### config.mk
export PLATFORM = sky130hd
export DESIGN_NAME = multicycle_ctrl
export DESIGN_NICKNAME = d
export VERILOG_FILES = /design/src/rtl/mips31_pkg.sv /design/src/rtl/mc_op_decode.sv /design/src/rtl/multicycle_ctrl.sv
export SDC_FILE = /design/constraint.sdc
export NUM_CORES = 1
export LEC_CHECK = 0
export CAP_MARGIN = 40
export CORE_MARGIN = 2
export CORE_UTILIZATION = 45
export DETAILED_ROUTE_END_ITERATION = 10
export PLACE_DENSITY = 0.79
export SETUP_SLACK_MARGIN = 0.3
export SLEW_MARGIN = 20
export SYNTH_ARGS = -nofsm -noshare
export SYNTH_HDL_FRONTEND = slang
export SYNTH_SLANG_ARGS = --single-unit
### constraint.sdc
create_clock -name clk -period 13.84 [get_ports clk]
set_input_delay 2.768 -clock clk [delete_from_list [all_inputs] [get_ports clk]]
set_output_delay 2.768 -clock clk [all_outputs]
set_load 0.05 [all_outputs]
### src/rtl/mips31_pkg.sv
// Shared constants for the MIPS-31 multi-cycle controller: one-hot op indices,
// ALU opcodes, FSM state codes and the decoded-instruction record.
package mips31_pkg;

   localparam int OP_ADD   = 0;
   localparam int OP_ADDU  = 1;
   localparam int OP_SUB   = 2;
   localparam int OP_SUBU  = 3;
   localparam int OP_AND   = 4;
   localparam int OP_OR    = 5;
   localparam int OP_XOR   = 6;
   localparam int OP_NOR   = 7;
   localparam int OP_SLT   = 8;
   localparam int OP_SLTU  = 9;
   localparam int OP_SLL   = 10;
   localparam int OP_SRL   = 11;
   localparam int OP_SRA   = 12;
   localparam int OP_SLLV  = 13;
   localparam int OP_SRLV  = 14;
   localparam int OP_SRAV  = 15;
   localparam int OP_JR    = 16;
   localparam int OP_ADDI  = 17;
   localparam int OP_ADDIU = 18;
   localparam int OP_ANDI  = 19;
   localparam int OP_ORI   = 20;
   localparam int OP_XORI  = 21;
   localparam int OP_LW    = 22;
   localparam int OP_SW    = 23;
   localparam int OP_BEQ   = 24;
   localparam int OP_BNE   = 25;
   localparam int OP_SLTI  = 26;
   localparam int OP_SLTIU = 27;
   localparam int OP_LUI   = 28;
   localparam int OP_J     = 29;
   localparam int OP_JAL   = 30;

   localparam logic [3:0] ALU_ADDU = 4'b0000;
   localparam logic [3:0] ALU_SUBU = 4'b0001;
   localparam logic [3:0] ALU_ADD  = 4'b0010;
   localparam logic [3:0] ALU_SUB  = 4'b0011;
   localparam logic [3:0] ALU_AND  = 4'b0100;
   localparam logic [3:0] ALU_OR   = 4'b0101;
   localparam logic [3:0] ALU_XOR  = 4'b0110;
   localparam logic [3:0] ALU_NOR  = 4'b0111;
   localparam logic [3:0] ALU_LUI  = 4'b1000;
   localparam logic [3:0] ALU_SLTU = 4'b1010;
   localparam logic [3:0] ALU_SLT  = 4'b1011;
   localparam logic [3:0] ALU_SRA  = 4'b1100;
   localparam logic [3:0] ALU_SRL  = 4'b1101;
   localparam logic [3:0] ALU_SLL  = 4'b1110;

   typedef enum logic [2:0] {
      S_FETCH  = 3'd0,
      S_DECODE = 3'd1,
      S_EXEC   = 3'd2,
      S_MEM    = 3'd3,
      S_WB     = 3'd4,
      S_HALT   = 3'd5
   } state_t;

   typedef enum logic [3:0] {
      CL_NONE, CL_ALU_R, CL_ALU_I, CL_LW, CL_SW, CL_BR, CL_J, CL_JR, CL_JAL
   } op_class_t;

   typedef struct packed {
      logic [3:0] aluc;
      logic       sel_shamt;
      logic       sel_rdata2;
      logic       sign_ext;
      logic       is_beq;
      op_class_t  cls;
   } dec_t;

endpackage

### src/rtl/mc_op_decode.sv
// Combinational decode of the latched one-hot op into ALU opcode, operand
// selects and the instruction class that steers the sequencer.
module mc_op_decode
   import mips31_pkg::*;
(
   input  logic [30:0] op,
   output dec_t        dec
);

   function automatic dec_t mk(input logic [3:0] a, input logic sh, input logic b,
                               input logic se, input op_class_t c);
      dec_t d;
      d.aluc       = a;
      d.sel_shamt  = sh;
      d.sel_rdata2 = b;
      d.sign_ext   = se;
      d.is_beq     = 1'b0;
      d.cls        = c;
      return d;
   endfunction

   always_comb begin
      dec = mk(ALU_ADDU, 1'b0, 1'b0, 1'b0, CL_NONE);
      case (1'b1)
         op[OP_ADD]:   dec = mk(ALU_ADD,  1'b0, 1'b1, 1'b0, CL_ALU_R);
         op[OP_ADDU]:  dec = mk(ALU_ADDU, 1'b0, 1'b1, 1'b0, CL_ALU_R);
         op[OP_SUB]:   dec = mk(ALU_SUB,  1'b0, 1'b1, 1'b0, CL_ALU_R);
         op[OP_SUBU]:  dec = mk(ALU_SUBU, 1'b0, 1'b1, 1'b0, CL_ALU_R);
         op[OP_AND]:   dec = mk(ALU_AND,  1'b0, 1'b1, 1'b0, CL_ALU_R);
         op[OP_OR]:    dec = mk(ALU_OR,   1'b0, 1'b1, 1'b0, CL_ALU_R);
         op[OP_XOR]:   dec = mk(ALU_XOR,  1'b0, 1'b1, 1'b0, CL_ALU_R);
         op[OP_NOR]:   dec = mk(ALU_NOR,  1'b0, 1'b1, 1'b0, CL_ALU_R);
         op[OP_SLT]:   dec = mk(ALU_SLT,  1'b0, 1'b1, 1'b0, CL_ALU_R);
         op[OP_SLTU]:  dec = mk(ALU_SLTU, 1'b0, 1'b1, 1'b0, CL_ALU_R);
         // Fixed shifts take A from shamt; variable shifts keep A=rs.
         op[OP_SLL]:   dec = mk(ALU_SLL,  1'b1, 1'b1, 1'b0, CL_ALU_R);
         op[OP_SRL]:   dec = mk(ALU_SRL,  1'b1, 1'b1, 1'b0, CL_ALU_R);
         op[OP_SRA]:   dec = mk(ALU_SRA,  1'b1, 1'b1, 1'b0, CL_ALU_R);
         op[OP_SLLV]:  dec = mk(ALU_SLL,  1'b0, 1'b1, 1'b0, CL_ALU_R);
         op[OP_SRLV]:  dec = mk(ALU_SRL,  1'b0, 1'b1, 1'b0, CL_ALU_R);
         op[OP_SRAV]:  dec = mk(ALU_SRA,  1'b0, 1'b1, 1'b0, CL_ALU_R);
         op[OP_JR]:    dec = mk(ALU_ADDU, 1'b0, 1'b0, 1'b0, CL_JR);
         op[OP_ADDI]:  dec = mk(ALU_ADD,  1'b0, 1'b0, 1'b1, CL_ALU_I);
         op[OP_ADDIU]: dec = mk(ALU_ADDU, 1'b0, 1'b0, 1'b1, CL_ALU_I);
         op[OP_ANDI]:  dec = mk(ALU_AND,  1'b0, 1'b0, 1'b0, CL_ALU_I);
         op[OP_ORI]:   dec = mk(ALU_OR,   1'b0, 1'b0, 1'b0, CL_ALU_I);
         op[OP_XORI]:  dec = mk(ALU_XOR,  1'b0, 1'b0, 1'b0, CL_ALU_I);
         op[OP_LW]:    dec = mk(ALU_ADD,  1'b0, 1'b0, 1'b1, CL_LW);
         op[OP_SW]:    dec = mk(ALU_ADD,  1'b0, 1'b0, 1'b1, CL_SW);
         op[OP_BEQ]: begin
            dec        = mk(ALU_SUBU, 1'b0, 1'b1, 1'b1, CL_BR);
            dec.is_beq = 1'b1;
         end
         op[OP_BNE]:   dec = mk(ALU_SUBU, 1'b0, 1'b1, 1'b1, CL_BR);
         op[OP_SLTI]:  dec = mk(ALU_SLT,  1'b0, 1'b0, 1'b1, CL_ALU_I);
         op[OP_SLTIU]: dec = mk(ALU_SLTU, 1'b0, 1'b0, 1'b1, CL_ALU_I);
         op[OP_LUI]:   dec = mk(ALU_LUI,  1'b0, 1'b0, 1'b0, CL_ALU_I);
         op[OP_J]:     dec = mk(ALU_ADDU, 1'b0, 1'b0, 1'b0, CL_J);
         op[OP_JAL]:   dec = mk(ALU_ADDU, 1'b0, 1'b0, 1'b0, CL_JAL);
         default:      dec = mk(ALU_ADDU, 1'b0, 1'b0, 1'b0, CL_NONE);
      endcase
   end

endmodule

### src/rtl/multicycle_ctrl.sv
// Multi-cycle FETCH/DECODE/EXEC/MEM/WB sequencer for the MIPS-31 datapath.
// Handshake: im_r/dm_cs stay asserted until the matching *_ready; ready is ignored elsewhere.
module multicycle_ctrl
   import mips31_pkg::*;
#(
   parameter int WAIT_LIMIT = 15
) (
   input  logic        clk,
   input  logic        rst,
   input  logic [30:0] op,
   input  logic        zero,
   input  logic        imem_ready,
   input  logic        dmem_ready,
   output logic        im_r,
   output logic        ir_we,
   output logic        pc_we,
   output logic        rf_we,
   output logic        dm_cs,
   output logic        dm_r,
   output logic        dm_w,
   output logic [8:0]  m,
   output logic [3:0]  aluc,
   output logic        illegal,
   output logic        bus_err,
   output logic [2:0]  state
);

   localparam logic [7:0] LIMIT_M1 = 8'(WAIT_LIMIT - 1);

   state_t      state_q, next_state;
   logic [30:0] op_q;
   logic [7:0]  wait_cnt;
   logic        bus_err_q;
   logic        set_err;
   dec_t        dec;

   mc_op_decode u_dec (
      .op  (op_q),
      .dec (dec)
   );

   always_ff @(posedge clk) begin
      if (!rst) begin
         state_q   <= S_FETCH;
         op_q      <= '0;
         wait_cnt  <= '0;
         bus_err_q <= 1'b0;
      end else begin
         state_q <= next_state;
         if (state_q == S_DECODE && next_state == S_EXEC)
            op_q <= op;
         if (set_err)
            bus_err_q <= 1'b1;
         if ((state_q != S_FETCH && next_state == S_FETCH) ||
             (state_q != S_MEM && next_state == S_MEM))
            wait_cnt <= '0;
         else if ((state_q == S_FETCH && !imem_ready) || (state_q == S_MEM && !dmem_ready))
            wait_cnt <= wait_cnt + 8'd1;
      end
   end

   always_comb begin
      next_state = state_q;
      set_err    = 1'b0;
      im_r       = 1'b0;
      ir_we      = 1'b0;
      pc_we      = 1'b0;
      rf_we      = 1'b0;
      dm_cs      = 1'b0;
      dm_r       = 1'b0;
      dm_w       = 1'b0;
      m          = '0;
      aluc       = ALU_ADDU;
      illegal    = 1'b0;

      // Operand selects stay valid from EXEC through WB for the whole instruction.
      if (state_q inside {S_EXEC, S_MEM, S_WB}) begin
         aluc = dec.aluc;
         m[3] = dec.sel_shamt;
         m[4] = dec.sel_rdata2;
         m[6] = dec.sign_ext;
      end

      case (state_q)
         S_FETCH: begin
            im_r = 1'b1;
            if (imem_ready) begin
               ir_we      = 1'b1;
               next_state = S_DECODE;
            end else if (wait_cnt == LIMIT_M1) begin
               set_err    = 1'b1;
               next_state = S_HALT;
            end
         end
         S_DECODE: begin
            if ($countones(op) != 1) begin
               illegal    = 1'b1;
               pc_we      = 1'b1;
               next_state = S_FETCH;
            end else begin
               next_state = S_EXEC;
            end
         end
         S_EXEC: begin
            case (dec.cls)
               CL_BR: begin
                  pc_we      = 1'b1;
                  m[1]       = dec.is_beq ? zero : ~zero;
                  next_state = S_FETCH;
               end
               CL_J: begin
                  pc_we      = 1'b1;
                  m[0]       = 1'b1;
                  next_state = S_FETCH;
               end
               CL_JR: begin
                  pc_we      = 1'b1;
                  m[2]       = 1'b1;
                  next_state = S_FETCH;
               end
               CL_JAL: begin
                  pc_we      = 1'b1;
                  rf_we      = 1'b1;
                  m[0]       = 1'b1;
                  m[7]       = 1'b1;
                  next_state = S_FETCH;
               end
               CL_LW, CL_SW: next_state = S_MEM;
               default:      next_state = S_WB;
            endcase
         end
         S_MEM: begin
            dm_cs = 1'b1;
            dm_r  = (dec.cls == CL_LW);
            dm_w  = (dec.cls == CL_SW);
            if (dmem_ready) begin
               if (dec.cls == CL_SW) begin
                  pc_we      = 1'b1;
                  next_state = S_FETCH;
               end else begin
                  next_state = S_WB;
               end
            end else if (wait_cnt == LIMIT_M1) begin
               set_err    = 1'b1;
               next_state = S_HALT;
            end
         end
         S_WB: begin
            rf_we      = 1'b1;
            pc_we      = 1'b1;
            m[5]       = (dec.cls == CL_LW);
            m[8]       = (dec.cls == CL_ALU_R);
            next_state = S_FETCH;
         end
         default: next_state = S_HALT;
      endcase

      // Reset held low silences every enable immediately, aborting any access in flight.
      if (!rst) begin
         im_r    = 1'b0;
         ir_we   = 1'b0;
         pc_we   = 1'b0;
         rf_we   = 1'b0;
         dm_cs   = 1'b0;
         dm_r    = 1'b0;
         dm_w    = 1'b0;
         m       = '0;
         aluc    = ALU_ADDU;
         illegal = 1'b0;
      end
   end

   assign bus_err = rst & bus_err_q;
   assign state   = rst ? state_q : S_FETCH;

endmodule

# Word level (Yosys, flattened, before mapping)
# Cells that the tools add are included.
[totals]
output_inout_bits = 25
register_bits = 43
in_bits = 36
elab_cells = 149
[op_classes]
add_sub_neg = 31
n_eq_ne = 16
n_mux = 78
n_bitwise = 3
reduce_logical = 17
[ops]
columns = ["operator", "n"]
rows = [
  ["12-bit 2-to-1 mux", 30],
  ["1-bit 2-to-1 mux", 31],
  ["1-bit by 1-bit adder with 2-bit output", 15],
  ["2-bit by 2-bit adder with 3-bit output", 7],
  ["3-bit 2-to-1 mux", 6],
  ["3-bit by 3-bit adder with 4-bit output", 4],
  ["4-bit by 3-bit == test with 1-bit output, second input constant", 4],
  ["3-bit one-hot mux with 5 select lines", 1],
  ["3-bit by 2-bit == test with 1-bit output, second input constant", 4],
  ["4-bit 2-to-1 mux", 3],
  ["4-bit by 4-bit adder with 5-bit output", 2],
  ["9-bit 2-to-1 mux", 1],
  ["8-bit by 1-bit adder with 8-bit output, second input constant", 1],
  ["8-bit by 4-bit == test with 1-bit output, second input constant", 1],
  ["5-bit by 5-bit adder with 6-bit output", 1],
  ["3-bit zero test", 2],
  ["6-bit by 1-bit != test with 1-bit output, second input constant", 1],
  ["3-bit one-hot mux with 2 select lines", 1],
  ["3-bit nonzero test", 2],
  ["2-bit OR reduction", 3],
  ["1-bit logical AND", 5],
  ["4-bit by 1-bit == test with 1-bit output, second input constant", 1],
  ["4-bit by 2-bit == test with 1-bit output, second input constant", 1],
  ["4-bit == test, second input constant", 1],
  ["12 further kinds", 17],
]

# Logic depth before layout (Yosys ltp)
[depth]
word_depth = 39
depth_mapped = 18
depth_no_buf = 17

# Modules after synthesis
# Synthesis repeated with hierarchy kept, for this count alone.
[hier_totals]
cells_unflattened = 375
hier_area_um2 = 3276.9
[modules_own_cells]
columns = ["mod", "n_inst", "cells_per_inst", "seq_area_each_um2", "area_per_inst_um2"]
rows = [
  ["multicycle_ctrl", 1, 305, 860.8, 2836.5],
  ["mc_op_decode", 1, 70, 0.0, 440.4],
]

# Least setup slack after synthesis
# Ideal clock, no wire load.
[synth_timing]
path_type = "input-to-output"
startpoint = "input op[11]"
endpoint = "output illegal"
slack_ns = 2.874
t_required_ns = 11.072
n_path_buf = 0
stages = 15
t_arrival_ns = 8.198
path_cell_list = "fa_1 > inv_1 > fa_1 > inv_1 > fa_1 > fa_1 > fa_1 > inv_1 > fa_1 > inv_1 > fa_1 > fa_1 > and3_1 > o2111ai_2 > nor3b_1"
[synth_between]
elab_chain_cells = 9
[synth_rtl]
columns = ["element", "line_no", "rtl"]
rows = [
  ["start, declared", "multicycle_ctrl.sv:10", "input logic [30:0] op,"],
  ["1-bit by 1-bit adder with 2-bit output (not written as such)", "multicycle_ctrl.sv:96", "if ($countones(op) != 1) begin"],
  ["2-bit by 2-bit adder with 3-bit output (not written as such)", "multicycle_ctrl.sv:96", ""],
  ["3-bit by 3-bit adder with 4-bit output (not written as such)", "multicycle_ctrl.sv:96", ""],
  ["4-bit by 4-bit adder with 5-bit output (not written as such)", "multicycle_ctrl.sv:96", ""],
  ["5-bit by 5-bit adder with 6-bit output (not written as such)", "multicycle_ctrl.sv:96", ""],
  ["6-bit by 1-bit != test with 1-bit output", "multicycle_ctrl.sv:96", ""],
  ["1-bit 2-to-1 mux", "multicycle_ctrl.sv:96", ""],
  ["1-bit 2-to-1 mux", "multicycle_ctrl.sv:84", "case (state_q)"],
  ["1-bit 2-to-1 mux", "multicycle_ctrl.sv:159", "if (!rst) begin"],
  ["end, declared", "multicycle_ctrl.sv:23", "output logic illegal,"],
]
# Every way passes these cells.

# Worst setup path in the final report
[layout_timing]
startpoint = "input op[17]"
endpoint = "output pc_we"
[layout_between]
elab_chain_cells = 9
[layout_rtl]
columns = ["element", "line_no", "rtl"]
rows = [
  ["1-bit by 1-bit adder with 2-bit output (not written as such)", "multicycle_ctrl.sv:96", ""],
  ["2-bit by 2-bit adder with 3-bit output (not written as such)", "multicycle_ctrl.sv:96", ""],
  ["3-bit by 3-bit adder with 4-bit output (not written as such)", "multicycle_ctrl.sv:96", ""],
  ["4-bit by 4-bit adder with 5-bit output (not written as such)", "multicycle_ctrl.sv:96", ""],
  ["5-bit by 5-bit adder with 6-bit output (not written as such)", "multicycle_ctrl.sv:96", ""],
  ["6-bit by 1-bit != test with 1-bit output", "multicycle_ctrl.sv:96", ""],
  ["1-bit 2-to-1 mux", "multicycle_ctrl.sv:96", ""],
  ["1-bit one-hot mux with 4 select lines", "multicycle_ctrl.sv:84", ""],
  ["1-bit 2-to-1 mux", "multicycle_ctrl.sv:159", ""],
  ["end, declared", "multicycle_ctrl.sv:16", "output logic pc_we,"],
]
# Every way passes these cells.

==> flow_summary.toml <==
[outcome]
status = "complete, no violations"

[setup_path]
cp.depth = 19
regToRegSetupSlack_ps = 11510
end_kind = "output port"
crit_path_cell_trace = "clkdlybuf4s50_1, fa_1, fa_1, inv_1, fa_1, inv_1, fa_1, fa_1, inv_1, fa_1, inv_1, fa_1, fa_1, nor4_1, o2111ai_2, nand2b_1, a21oi_1, a211o_1, clkdlybuf4s50_1"
crit_start = "op[17]"
critPathTopFamily = "adder cells"
critPathBufInv = 6
crit_type = "in2out"
arrival_ps = 9030
crit_fanout = 4
cp_slowest_stage_delay_ps = 700
r2r_start = "op_q[4]"
worst-r2r-cell-count = 6
crit_top_cell = "fa_1"
worst_setup_path_start_kind = "input pin"
reg2reg_to = "wait_cnt[1]"
worstSetupEndpoint = "pc_we"
critical_path_required_ps = 11070
slowest_stage = "clkdlybuf4s50_1"

[cts]
insertion_delay_ps = 310
ctsResizeCount = 0
cts_buffer_depth = 2
cts_hold_buf = 0
cts_tree = "yes"
clkSlewWorstSetupHoldPaths_ps = 80
cts_setup_buffers = 0
clock-sinks = 43
clock_tree.root_cell = "clkbuf_8"
cts_buffers = 5
htreeDepth = 2

[sta]
drv_slew = 0
setup-tns-final_ps = 0
tightest_slew_ps = 610
final.period_utilization = 0.852
hold_ws_ps = 481
rsz0062_at_grt = "no"
final-hold-violation-count = 0
skew_ps = 9.20
setup_violations = 0
fin_ws_ps = 2040
period_needed_ps = 11800
fmax_ghz = 0.0848
slew_headroom = 0.593

[floorplanning]
io_pins = 61
die_area_um2 = 7550
die_x_um = 86.9
start_util = 0.460
coreArea_um2 = 6720
row_count = 30
die_h_um = 86.9

[yosys]
synth_edf_count = 0
syn_inst = 355
ys_types = 56
async_flop_share = 0
syn_avg_cell_area_um2 = 8.71
ys_ff_latch = 43
ys_seq_area_frac = 0.279
synth_warnings = 0
synth_area_leader_cell = "dfxtp_1"
synth_top_cell_area_share = 0.279
syn_area_um2 = 3090
synth_area_leaders = "dfxtp_1, fa_1, mux2i_1"
synth_nets = 423
synth_flop_cell = "dfxtp_1"

[layout]
final_cells = 495
nNetsFinal = 482
area_growth_syn_to_layout_pct = 26.4
layout-drive-gt1-share = 0.0482
utilization = 0.582
fin_area_um2 = 3910
antenna_cells = 0

[grt]
grt_pass1_wl_um = 13100
grt_pass1_vias = 2807
antenna_found_initial = 0
grt_max_degree = 33
grt-ovfl-total = 0
grtUsageTotal = 0.222

[routing]
drt_iter0_markers = 211
wl_per_cell_um = 15.8
routed_via_density = 5.54
dr_total_vias = 2744
drt_first_pass_iters = 4
ant_nets = 0
route.detailed.drc = 0
wl_um = 7800

[place]
dpl_worst_slack_ps = 2100
io_buffer_count = 60
dp.cells = 487
hpwl_um = 6090
dpl-instance-area_um2 = 3770
place.gp.congestion = 0.950

[job]
drv_cap = 0

[power]
finalPower_uw = 602
vdd_drop_max_v = 0.0000900
power.leakage_nw = 1.54
powerDensity_nw_per_um2 = 154

[worst_hold_path]
min_path_type = "reg2reg"
[how the worst min path moves through the flow]
stage	from	end	slack [ps]	cells after the start
after floorplan	bus_err_q	bus_err_q	430	2
after global placement	bus_err_q	bus_err_q	450	2
after detailed placement	bus_err_q	bus_err_q	460	2
after CTS	bus_err_q	bus_err_q	480	2
after global routing	bus_err_q	bus_err_q	510	2
final	bus_err_q	bus_err_q	480	2
[cell type report]
class	instances	area [µm²]
Multi-Input combinational cell	261	2020
Clock buffer	6	72.6
Sequential cell	43	861
Fill cell	609	2810
Tap cell	80	100
Clock inverter	2	60.1
Inverter	41	154
Timing Repair Buffer	62	636
[kinds of logic (layout without fill, tap and decap cells)]
kind of cell	count (synthesis)	in the layout	share of synthesized area
and+or+nand+nor	140	140	0.228
buffers and inverters	51	111	0.0684
AOI/OAI and AO/OA	49	49	0.114
DFF	43	43	0.279
adders and majority gates	32	32	0.185
muxes	32	32	0.104
xor gates and xnor gates	8	8	0.0227
[report_power, final]
part           switching, mW  internal, mW
logic                  0.193         0.144
registers             0.0144         0.134
clock network         0.0452        0.0721
total                  0.253         0.349
[sequential cells by signal (all words and copies together) (netlist names)]
register   flops
state_q        3
bus_err_q      1
op_q          31
wait_cnt       8
[worst reg2reg max path, cell delays in order (launching register included)]
cell      delay [ps]
dfxtp_1          350
nor4_1           500
nand4_1          360
or2_4            370
a31oi_1          230
o211a_2          320
a211oi_1          60
[synth_stat cells (2+ instances only)]
master,n
nor2_1,58
dfxtp_1,43
inv_1,41
mux2i_1,32
fa_1,23
nand2_1,16
nor3_1,16
a21oi_1,12
ha_1,9
nor4_1,9
nand3_1,7
o21ai_0,6
xor2_1,6
nand4_1,5
and2_1,4
and3_1,4
buf_2,4
nand2b_1,4
or3_1,4
a31oi_1,3
clkbuf_1,3
a211oi_1,2
buf_4,2
nor3b_1,2
nor4_2,2
o2111ai_2,2
o211ai_1,2
o21a_1,2
o21ai_1,2
o31ai_1,2
o41ai_1,2
xnor2_1,2
[metal layers]
| layer | share of wire | track usage | vias up |
|---|---|---|---|
| met5 | 0 | 0 | - |
| met4 | 0.014 | 0.0582 | 0 |
| met3 | 0.074 | 0.0521 | 11 |
| met2 | 0.48 | 0.373 | 109 |
| met1 | 0.44 | 0.288 | 1283 |
| li1 | - | - | 1341 |
[layout by cell type, fill, tap and decap left out, types with 7 or more instances in the layout]
cell / count
mux2i_1: 32
fa_1: 23
clkdlybuf4s50_1: 60
nor4_1: 9
dfxtp_1: 43
ha_1: 9
nand3_1: 7
inv_1: 41
nor3_1: 16
nor2_1: 58
a21oi_1: 12
nand2_1: 16
Power figures use the tool's default switching activity.
